`src/rtl/iomem_rng_fifo_if.sv`:
```
// Bus bundle for the picosoc iomem port of the RNG FIFO slave.
// The CPU side (master) drives the request and the slave returns select, ready and read data.
interface iomem_rng_fifo_if;
    logic        iomem_valid;
    logic [3:0]  iomem_wstrb;
    logic [31:0] iomem_addr;
    logic [31:0] iomem_wdata;
    logic        iomem_sel;
    logic        iomem_ready;
    logic [31:0] iomem_rdata;

    modport master (
        output iomem_valid, iomem_wstrb, iomem_addr, iomem_wdata,
        input  iomem_sel, iomem_ready, iomem_rdata
    );

    modport slave (
        input  iomem_valid, iomem_wstrb, iomem_addr, iomem_wdata,
        output iomem_sel, iomem_ready, iomem_rdata
    );
endinterface

```
`src/rtl/iomem_rng_fifo.sv`:
```
// iomem slave buffering RNG words in a FIFO, with status/control/seed registers and blocking reads.
// Optional feature: define RNGFIFO_HEALTH_EN to discard repeated RNG words and count them in STATUS[19:12].
module iomem_rng_fifo #(
    parameter logic [31:0] BASE_ADDR = 32'h0300_1000,
    parameter int          DATA_W    = 32,
    parameter int          DEPTH     = 16,
    parameter int          TIMEOUT   = 255
) (
    input  logic              clk,
    input  logic              rst,
    iomem_rng_fifo_if.slave   bus,
    output logic              rng_re_o,
    output logic              rng_we_o,
    output logic [DATA_W-1:0] rng_di_o,
    input  logic [DATA_W-1:0] rng_do_i,
    input  logic              rng_wait_i
);
    localparam int AW    = $clog2(DEPTH);
    localparam int PTR_W = AW + 1;
    localparam int CNT_W = (TIMEOUT < 2) ? 1 : $clog2(TIMEOUT + 1);

    typedef enum logic [1:0] {S_IDLE, S_RESP, S_WAIT} state_t;

    state_t             state_q, state_d;
    logic [CNT_W-1:0]   cnt_q, cnt_d;
    logic [PTR_W-1:0]   wptr_q, wptr_d, rptr_q, rptr_d, level_q, level_d;
    logic               fill_en_q, fill_en_d, blocking_q, blocking_d, uf_q, uf_d;
    logic               ready_q, ready_d, rng_re_q, rng_re_d, rng_we_q, rng_we_d;
    logic [31:0]        rdata_q, rdata_d, status, head_word, seed32, wmask;
    logic [DATA_W-1:0]  rng_di_q, rng_di_d;
    logic               empty, full, push, push_ok, pop, flush, set_uf, clr_uf, wr;
    logic [DATA_W-1:0]  mem_q [DEPTH];

    assign bus.iomem_sel   = bus.iomem_valid && (bus.iomem_addr[31:4] == BASE_ADDR[31:4]);
    assign bus.iomem_ready = ready_q;
    assign bus.iomem_rdata = rdata_q;
    assign rng_re_o        = rng_re_q;
    assign rng_we_o        = rng_we_q;
    assign rng_di_o        = rng_di_q;

    assign level_q = wptr_q - rptr_q;
    assign empty   = (level_q == '0);
    assign full    = (level_q == PTR_W'(DEPTH));
    assign wr      = |bus.iomem_wstrb;
    assign push_ok = rng_re_q && !rng_wait_i;

`ifdef RNGFIFO_HEALTH_EN
    logic [DATA_W-1:0] last_q;
    logic              last_valid_q, repeat_hit;
    logic [7:0]        rep_q, rep_d;

    assign repeat_hit = push_ok && last_valid_q && (rng_do_i == last_q);
    assign push       = push_ok && !repeat_hit;

    always_comb begin
        rep_d = rep_q;
        if (clr_uf)
            rep_d = '0;
        else if (repeat_hit && rep_q != 8'hFF)
            rep_d = rep_q + 8'd1;
    end

    always_ff @(posedge clk or posedge rst) begin
        if (rst) begin
            last_q       <= '0;
            last_valid_q <= 1'b0;
            rep_q        <= '0;
        end else begin
            rep_q <= rep_d;
            if (push) begin
                last_q       <= rng_do_i;
                last_valid_q <= 1'b1;
            end
        end
    end
`else
    assign push = push_ok;
`endif

    always_comb begin
        status       = '0;
        status[7:0]  = 8'(level_q);
        status[8]    = empty;
        status[9]    = full;
        status[10]   = uf_q;
`ifdef RNGFIFO_HEALTH_EN
        status[19:12] = rep_q;
`endif
        head_word               = '0;
        head_word[DATA_W-1:0]   = mem_q[rptr_q[AW-1:0]];
        wmask  = {{8{bus.iomem_wstrb[3]}}, {8{bus.iomem_wstrb[2]}},
                  {8{bus.iomem_wstrb[1]}}, {8{bus.iomem_wstrb[0]}}};
        seed32 = bus.iomem_wdata & wmask;
    end

    // NOTE: every output of this block gets a default first, so no path leaves a latch behind.
    always_comb begin
        state_d    = state_q;
        cnt_d      = cnt_q;
        rdata_d    = '0;
        fill_en_d  = fill_en_q;
        blocking_d = blocking_q;
        rng_we_d   = 1'b0;
        rng_di_d   = rng_di_q;
        pop        = 1'b0;
        flush      = 1'b0;
        set_uf     = 1'b0;
        clr_uf     = 1'b0;
        case (state_q)
            S_IDLE: if (bus.iomem_sel && !ready_q) begin
                state_d = S_RESP;
                case (bus.iomem_addr[3:2])
                    2'd0: if (!wr) begin
                        if (!empty) begin
                            pop     = 1'b1;
                            rdata_d = head_word;
                        end else if (blocking_q) begin
                            state_d = S_WAIT;
                            cnt_d   = '0;
                        end else begin
                            rdata_d = '1;
                            set_uf  = 1'b1;
                        end
                    end
                    2'd1: rdata_d = status;
                    2'd2: begin
                        rdata_d = {30'd0, blocking_q, fill_en_q};
                        if (bus.iomem_wstrb[0]) begin
                            fill_en_d  = bus.iomem_wdata[0];
                            blocking_d = bus.iomem_wdata[1];
                            flush      = bus.iomem_wdata[2];
                            clr_uf     = bus.iomem_wdata[3];
                        end
                    end
                    default: if (wr) begin
                        rng_we_d = 1'b1;
                        rng_di_d = seed32[DATA_W-1:0];
                        flush    = 1'b1;
                    end
                endcase
            end
            S_WAIT: begin
                if (!empty) begin
                    pop     = 1'b1;
                    rdata_d = head_word;
                    state_d = S_RESP;
                end else if (cnt_q == CNT_W'(TIMEOUT)) begin
                    rdata_d = '1;
                    set_uf  = 1'b1;
                    state_d = S_RESP;
                end else begin
                    cnt_d = cnt_q + 1'b1;
                end
            end
            default: state_d = S_IDLE;
        endcase
        ready_d = (state_d == S_RESP);
        uf_d    = set_uf || (uf_q && !clr_uf);
        // A flush overrides any coincident push or pop.
        wptr_d   = flush ? '0 : wptr_q + PTR_W'(push);
        rptr_d   = flush ? '0 : rptr_q + PTR_W'(pop);
        level_d  = wptr_d - rptr_d;
        // Registered look-ahead keeps rng_re low in reset and for the cycle after a flush.
        rng_re_d = fill_en_d && (level_d != PTR_W'(DEPTH)) && !flush;
    end

    // NOTE: state registers use non-blocking assignments so every flop samples pre-edge values.
    always_ff @(posedge clk or posedge rst) begin
        if (rst) begin
            state_q    <= S_IDLE;
            cnt_q      <= '0;
            wptr_q     <= '0;
            rptr_q     <= '0;
            fill_en_q  <= 1'b1;
            blocking_q <= 1'b0;
            uf_q       <= 1'b0;
            ready_q    <= 1'b0;
            rdata_q    <= '0;
            rng_re_q   <= 1'b0;
            rng_we_q   <= 1'b0;
            rng_di_q   <= '0;
        end else begin
            state_q    <= state_d;
            cnt_q      <= cnt_d;
            wptr_q     <= wptr_d;
            rptr_q     <= rptr_d;
            fill_en_q  <= fill_en_d;
            blocking_q <= blocking_d;
            uf_q       <= uf_d;
            ready_q    <= ready_d;
            rdata_q    <= rdata_d;
            rng_re_q   <= rng_re_d;
            rng_we_q   <= rng_we_d;
            rng_di_q   <= rng_di_d;
        end
    end

    // NOTE: storage has no reset; the pointers alone define which entries are valid.
    always_ff @(posedge clk) begin
        if (push)
            mem_q[wptr_q[AW-1:0]] <= rng_do_i;
    end
endmodule

```
`src/flat_wrapper.sv`:
```
// flat-port wrapper written by rule: the top's interface ports become plain ports
module iomem_rng_fifo_flat 
#(
    parameter logic [31:0] BASE_ADDR = 32'h0300_1000,
    parameter int          DATA_W    = 32,
    parameter int          DEPTH     = 16,
    parameter int          TIMEOUT   = 255
)
  (clk, rst, rng_re_o, rng_we_o, rng_di_o, rng_do_i, rng_wait_i, bus_iomem_valid, bus_iomem_wstrb, bus_iomem_addr, bus_iomem_wdata, bus_iomem_sel, bus_iomem_ready, bus_iomem_rdata);
  iomem_rng_fifo_if bus_i ();
  input  logic clk;
  input  logic rst;
  output logic rng_re_o;
  output logic rng_we_o;
  output logic [DATA_W-1:0] rng_di_o;
  input  logic [DATA_W-1:0] rng_do_i;
  input  logic rng_wait_i;
  input wire logic [$bits(bus_i.iomem_valid)-1:0] bus_iomem_valid;
  input wire logic [$bits(bus_i.iomem_wstrb)-1:0] bus_iomem_wstrb;
  input wire logic [$bits(bus_i.iomem_addr)-1:0] bus_iomem_addr;
  input wire logic [$bits(bus_i.iomem_wdata)-1:0] bus_iomem_wdata;
  output wire logic [$bits(bus_i.iomem_sel)-1:0] bus_iomem_sel;
  output wire logic [$bits(bus_i.iomem_ready)-1:0] bus_iomem_ready;
  output wire logic [$bits(bus_i.iomem_rdata)-1:0] bus_iomem_rdata;
  assign bus_i.iomem_valid = bus_iomem_valid;
  assign bus_i.iomem_wstrb = bus_iomem_wstrb;
  assign bus_i.iomem_addr = bus_iomem_addr;
  assign bus_i.iomem_wdata = bus_iomem_wdata;
  assign bus_iomem_sel = bus_i.iomem_sel;
  assign bus_iomem_ready = bus_i.iomem_ready;
  assign bus_iomem_rdata = bus_i.iomem_rdata;
  iomem_rng_fifo #(.BASE_ADDR(BASE_ADDR), .DATA_W(DATA_W), .DEPTH(DEPTH), .TIMEOUT(TIMEOUT)) u_core (.clk(clk), .rst(rst), .bus(bus_i), .rng_re_o(rng_re_o), .rng_we_o(rng_we_o), .rng_di_o(rng_di_o), .rng_do_i(rng_do_i), .rng_wait_i(rng_wait_i));
endmodule
```
`config.mk`:
```
export PLATFORM = sky130hd
export DESIGN_NAME = iomem_rng_fifo_flat
export DESIGN_NICKNAME = d
export VERILOG_FILES = /design/src/rtl/iomem_rng_fifo_if.sv /design/src/rtl/iomem_rng_fifo.sv /design/src/flat_wrapper.sv
export SDC_FILE = /design/constraint.sdc
export NUM_CORES = 1
export LEC_CHECK = 0
export BUFFER_PORTS_ARGS = -buffer_cell sky130_fd_sc_hd__buf_2
export CAP_MARGIN = 0
export CORE_MARGIN = 10
export CORE_UTILIZATION = 45
export CTS_CLUSTER_DIAMETER = 200
export DETAILED_ROUTE_END_ITERATION = 16
export SKIP_CTS_REPAIR_TIMING = 1
export SYNTH_ARGS = -nofsm -noshare
export SYNTH_HDL_FRONTEND = slang
export SYNTH_SLANG_ARGS = --single-unit
export TNS_END_PERCENT = 30
```
`constraint.sdc`:
```
create_clock -name clk -period 5.5 [get_ports clk]
set_input_delay 1.1 -clock clk [delete_from_list [all_inputs] [get_ports clk]]
set_output_delay 1.1 -clock clk [all_outputs]
set_load 0.01 [all_outputs]
```
==> flow_results.org <==
** Logic synthesis
- Adder-Cell Fraction of Synth Area :: 0.00775
- Of the synthesized area, sequential elements account for 0.747.
- For this run, the leading register cell type out of synthesis is sky130_fd_sc_hd__edfxtp_1.
- Synthesis produced a netlist whose cell count is 1247.
- The largest total area in the synthesized netlist belongs to sky130_fd_sc_hd__edfxtp_1.
- Library cells used by synthesis :: 64
- Post-synthesis net count :: 1365
- After synthesis, the mean cell area works out to 18.9 µm².
- Of the post-synthesis cell area, the part taken by muxes is 0.138.
- Of the post-synthesis cell area, the dominant cell type holds 0.652.
- Top cells by area, synth :: sky130_fd_sc_hd__edfxtp_1 65%, sky130_fd_sc_hd__mux4_2 11%, sky130_fd_sc_hd__dfrtp_1 9.4%, sky130_fd_sc_hd__mux2i_1 2.2%, sky130_fd_sc_hd__nand2_1 1.4%
- For this run, the number of Yosys warnings is 0.
- Fraction of the mapped netlist area in compound gates :: 0.0384
- Of the total synthesized cell area, the portion taken by XOR and XNOR cells is 0.00594.
- The mapped netlist covers 23600 µm².
- After synthesis, the share of flip-flops with an asynchronous set or reset is 0.150.
- Number of synthesized register bits :: 602
- Dominant combinational cell family by area after synthesis :: multiplexers
- Area fraction in and, or, nand and nor cells after synthesis :: 0.0473
- In this run, synthesis inferred 512 flip-flops with an integrated enable.

** Route
- Via count :: 12100
- For this run, design rule violations remaining after detail routing come to 0.
- Final routed wire length divided by cell count :: 25.1 µm
- The final layout contains routed wiring with a total length of 54.7 mm.
- Vias per std cell :: 5.57
- DRC violation total after the first TritonRoute iteration :: 962
- Before antenna repair, the detailed router went through 5 iterations.
- Post-route antenna net violation count :: 0

** Setup path
- The critical path is of the reg -> reg type.
- Startpoint type of the worst setup path :: flip-flop
- On the worst path, the slowest cell contributes a delay of 0.50 ns.
- The most numerous cell type found on the critical path is sky130_fd_sc_hd__ha_1.
- Data on the critical path is required at its endpoint by 5.99 ns.
- Critical-path cell with the highest stage delay :: sky130_fd_sc_hd__dfrtp_1
- The signal on the critical path passes through inv_1 -> ha_1 -> inv_1 -> fa_1 -> and3_1 -> or3_1 -> a22oi_4 -> nor2_1 -> ha_1 -> ha_1 -> xor2_1 -> nand2_1 -> ha_1 -> or4_1 -> a21boi_0 -> o211ai_1 -> nor3b_1 -> nor3_1.
- Worst reg2reg startpoint :: u_core.wptr_q[0]
- CP startpoint :: u_core.wptr_q[0]
- Critical path peak fanout :: 8
- Data arrives at the worst endpoint at 4.85 ns.
- STA classifies the critical path endpoint as a flip-flop.

** Die
- Height of the die :: 249 µm
- Count of pins on the block boundary :: 172
- Die area :: 62000 µm²
- Floorplan Core Area :: 51600 µm²
- Row Count :: 83
- The floorplan step set the die width to 249 µm.
- For this configuration, the core starts out at a cell density of 0.457.

** GRT
- The first global-routing pass estimated 81.9 mm of wire.
- For this run the aggregate overflow at the end of global routing stands at 0.
- The via count of the first global-routing pass is 12600.
- Largest net degree at the start of global routing :: 117
- Number of antenna violations at the first check in global routing :: 5
- In the global route stage, overall resource usage came out at 0.174.

** STA
- Number of failing hold endpoints at the final stage :: 0
- For the pin with the worst max-slew slack, the measured transition is 1.11 ns.
- Derived from the worst setup path, the maximum achievable clock frequency is 229 MHz.
- Setup repair after global routing left no endpoint under its margin.
- Maximum clock skew at final layout :: 0.0150 ns
- The worst pin sits at a relative slew slack of 0.256.
- After routing, the total negative slack on setup checks comes to 0 ns.
- In the finished design, the share of the clock period the worst path needs comes to 0.793.
- Total count of max-transition violations in the final report :: 0
- The worst path needs 4.36 ns of the cycle, external delays included.
- Final Worst Setup Slack :: 1.14 ns
- Final setup violation count :: 0

** Min path
- Worst min-delay path class :: reg -> reg
- Worst Min Path Start :: u_core.rng_di_o[16]

** Final layout
- Cell area after layout :: 27400 µm²
- For this run, the post-layout net count is 1567.
- Summing all multi-input logic gate instances after layout gives 5700 µm².
- Fraction of final layout cells with drive strength greater than 1 :: 0.304
- Relative to the synthesized area, the layout overhead comes to 16.2%.
- Registers take 17600 µm².
- Filler Cells Inserted :: 4102

** CTS
- Counting every sink on the clock net gives 602.
- Number of CTS-inserted buffers :: 61
- Root Driver :: sky130_fd_sc_hd__clkbuf_16
- CTS built an H-tree with a depth of 2.
- Clock latency at the later pin of the worst-skew pair :: 0.63 ns
- TritonCTS built the clock tree.
- Maximum number of buffers from clock root to sink :: 3
- CTS clk-pin slew, worst paths :: 0.06 ns

** Run status
- The run finished with clean final reports.

** Placement
- Summed over all nets, the half-perimeter wirelength after detailed placement is 31.0 mm.
- Once placement finished, the instance area stood at 25400 µm².
- Number of buffer cells added on primary ports :: 169
- Final weighted congestion of routability-driven global placement :: 0.771
- Before CTS, the worst setup slack after placement is 0.861 ns.

** Power
- Leakage power :: 9.38 nW
- Summing internal, switching and leakage power gives 9.22 mW.
- In this run the power density over the cells is 337 nW/µm².
- IR analysis of the VDD net gives a maximum drop of 0.000252 V.

** Flow run
- Max-cap viol count :: 0
## metal layers
| layer | share of wire | track usage | up-vias |
|---|---|---|---|
| li1 | - | - | 5409 |
| met1 | 0.44 | 0.240 | 6339 |
| met2 | 0.49 | 0.281 | 319 |
| met3 | 0.052 | 0.0319 | 78 |
| met4 | 0.019 | 0.0425 | 4 |
| met5 | 0.00049 | 0 | - |
## flip-flops by register name (all words and copies together) (netlist names)
name and flops:
u_core.rng_we_o 1, u_core.rptr_q 5, u_core.blocking_q 1, u_core.fill_en_q 1
u_core.cnt_q 8, u_core.wptr_q 5, u_core.bus.iomem_rdata 32, u_core.mem_q 512
u_core.rng_re_o 1, u_core.state_q 2, u_core.uf_q 1, u_core.bus.iomem_ready 1
u_core.rng_di_o 32
## final timing paths
path                                              endpoint  slack (ns)  cells past startpoint
worst max-delay path                       u_core.rng_re_o        1.14                     18
worst min-delay path                   u_core.rng_di_o[16]        0.47                      2
worst max register to register             u_core.rng_re_o        1.14                     18
worst min register to register         u_core.rng_di_o[16]        0.47                      2
max in group asynchronous       u_core.bus.iomem_rdata[21]        3.84                      3
min in group asynchronous       u_core.bus.iomem_rdata[19]        0.63                      2
## power breakdown
group,switching (mW),leakage (nW),total (mW),internal [mW]
combinational,0.0804,2.57,0.111,0.0306
sequential,0.00000000715,5.80,4.95,4.95
clock,1.71,1.01,4.16,2.45
## worst max-delay path: cells and delay by family (launching register included)
kind	cells	cell delay, ns
and+or+nand+nor	7	1.56
adders and majority gates	5	1.29
AOI/OAI and AO/OA	3	0.52
DFF	1	0.50
buffers and inverters	2	0.19
xor gates and xnor gates	1	0.17
## cell usage in the layout, fill, tap and decap left out, types with 3 or more instances in the layout
| cell type | n |
|---|---|
| sky130_fd_sc_hd__or3_1 | 3 |
| sky130_fd_sc_hd__nor3_2 | 5 |
| sky130_fd_sc_hd__xnor2_1 | 4 |
| sky130_fd_sc_hd__nor3_1 | 4 |
| sky130_fd_sc_hd__clkinv_2 | 14 |
| sky130_fd_sc_hd__a22o_1 | 3 |
| sky130_fd_sc_hd__clkbuf_8 | 9 |
| sky130_fd_sc_hd__clkinv_1 | 6 |
| sky130_fd_sc_hd__nor2_1 | 60 |
| sky130_fd_sc_hd__nor2_4 | 12 |
| sky130_fd_sc_hd__a21oi_1 | 14 |
| sky130_fd_sc_hd__nor2b_1 | 5 |
| sky130_fd_sc_hd__o22ai_1 | 14 |
| sky130_fd_sc_hd__xor2_1 | 12 |
| sky130_fd_sc_hd__nand2_1 | 85 |
| sky130_fd_sc_hd__mux2i_1 | 53 |
| sky130_fd_sc_hd__dfrtp_1 | 87 |
| sky130_fd_sc_hd__a22oi_1 | 4 |
| sky130_fd_sc_hd__a221oi_1 | 4 |
| sky130_fd_sc_hd__nor4b_1 | 4 |
| sky130_fd_sc_hd__nand3_1 | 17 |
| sky130_fd_sc_hd__ha_1 | 13 |
| sky130_fd_sc_hd__mux4_2 | 120 |
| sky130_fd_sc_hd__edfxtp_1 | 512 |
| sky130_fd_sc_hd__buf_2 | 169 |
| sky130_fd_sc_hd__inv_1 | 12 |
| sky130_fd_sc_hd__nand3b_1 | 4 |
| sky130_fd_sc_hd__o21ai_0 | 39 |
| sky130_fd_sc_hd__bufinv_16 | 5 |
| sky130_fd_sc_hd__buf_4 | 31 |
| sky130_fd_sc_hd__clkbuf_16 | 63 |
| sky130_fd_sc_hd__clkbuf_1 | 12 |
| sky130_fd_sc_hd__o21ai_2 | 4 |
| sky130_fd_sc_hd__o221ai_1 | 22 |
| sky130_fd_sc_hd__nand4_1 | 6 |
| sky130_fd_sc_hd__o21a_1 | 12 |
| sky130_fd_sc_hd__and2_1 | 9 |
## area by class of cell
type | instances | share of cell area
flip-flops and latches | 602 | 0.644
repair buffers | 202 | 0.0408
clock inverters | 29 | 0.0108
multi-input cells | 568 | 0.208
clock buffers | 84 | 0.0637
well taps | 680 | 0.0310
diodes | 2 | 0.000183
inverters | 14 | 0.00201
## cell families after synthesis
family / Yosys count
adders and majority gates: 14
muxes: 174
xor gates and xnor gates: 16
and+or+nand+nor: 234
AOI/OAI and AO/OA: 130
DFF: 602
buffers and inverters: 77
## stage by stage
| stage | instances | hold slack [ns] | util |
|---|---|---|---|
| 4_1_cts | 2179 | 0.479 | 0.531 |
| 6_report | 2181 | 0.472 | 0.531 |
| 5_1_grt | 2180 | 0.496 | 0.531 |
| 2_1_floorplan | 1247 | 0.445 | - |
| 3_5_place_dp | 2066 | 0.466 | 0.491 |
| 3_3_place_gp | 2066 | 0.458 | 0.491 |
## cells in the mapped netlist (3+ instances only)
master                       n
sky130_fd_sc_hd__nor4b_1     4
sky130_fd_sc_hd__and2_1      9
sky130_fd_sc_hd__dfrtp_1    89
sky130_fd_sc_hd__buf_4       5
sky130_fd_sc_hd__or3_1       3
sky130_fd_sc_hd__o21ai_0    39
sky130_fd_sc_hd__ha_1       13
sky130_fd_sc_hd__nand3b_1    4
sky130_fd_sc_hd__buf_1       4
sky130_fd_sc_hd__a22oi_1     4
sky130_fd_sc_hd__buf_6       3
sky130_fd_sc_hd__a22o_1      3
sky130_fd_sc_hd__mux4_2    120
sky130_fd_sc_hd__inv_1      13
sky130_fd_sc_hd__o22ai_1    14
sky130_fd_sc_hd__clkbuf_1   29
sky130_fd_sc_hd__a221oi_1    4
sky130_fd_sc_hd__o221ai_1   22
sky130_fd_sc_hd__mux2i_1    53
sky130_fd_sc_hd__xor2_1     12
sky130_fd_sc_hd__a21oi_1    14
sky130_fd_sc_hd__buf_2      21
sky130_fd_sc_hd__o21ai_2     4
sky130_fd_sc_hd__edfxtp_1  512
sky130_fd_sc_hd__nor2b_1     5
sky130_fd_sc_hd__nand4_1     6
sky130_fd_sc_hd__nor2_1     72
sky130_fd_sc_hd__nand2_1    85
sky130_fd_sc_hd__o21a_1     12
sky130_fd_sc_hd__xnor2_1     4
sky130_fd_sc_hd__nand3_1    17
sky130_fd_sc_hd__nor3_1      8
No activity file was read; power rests on OpenSTA's default activity.
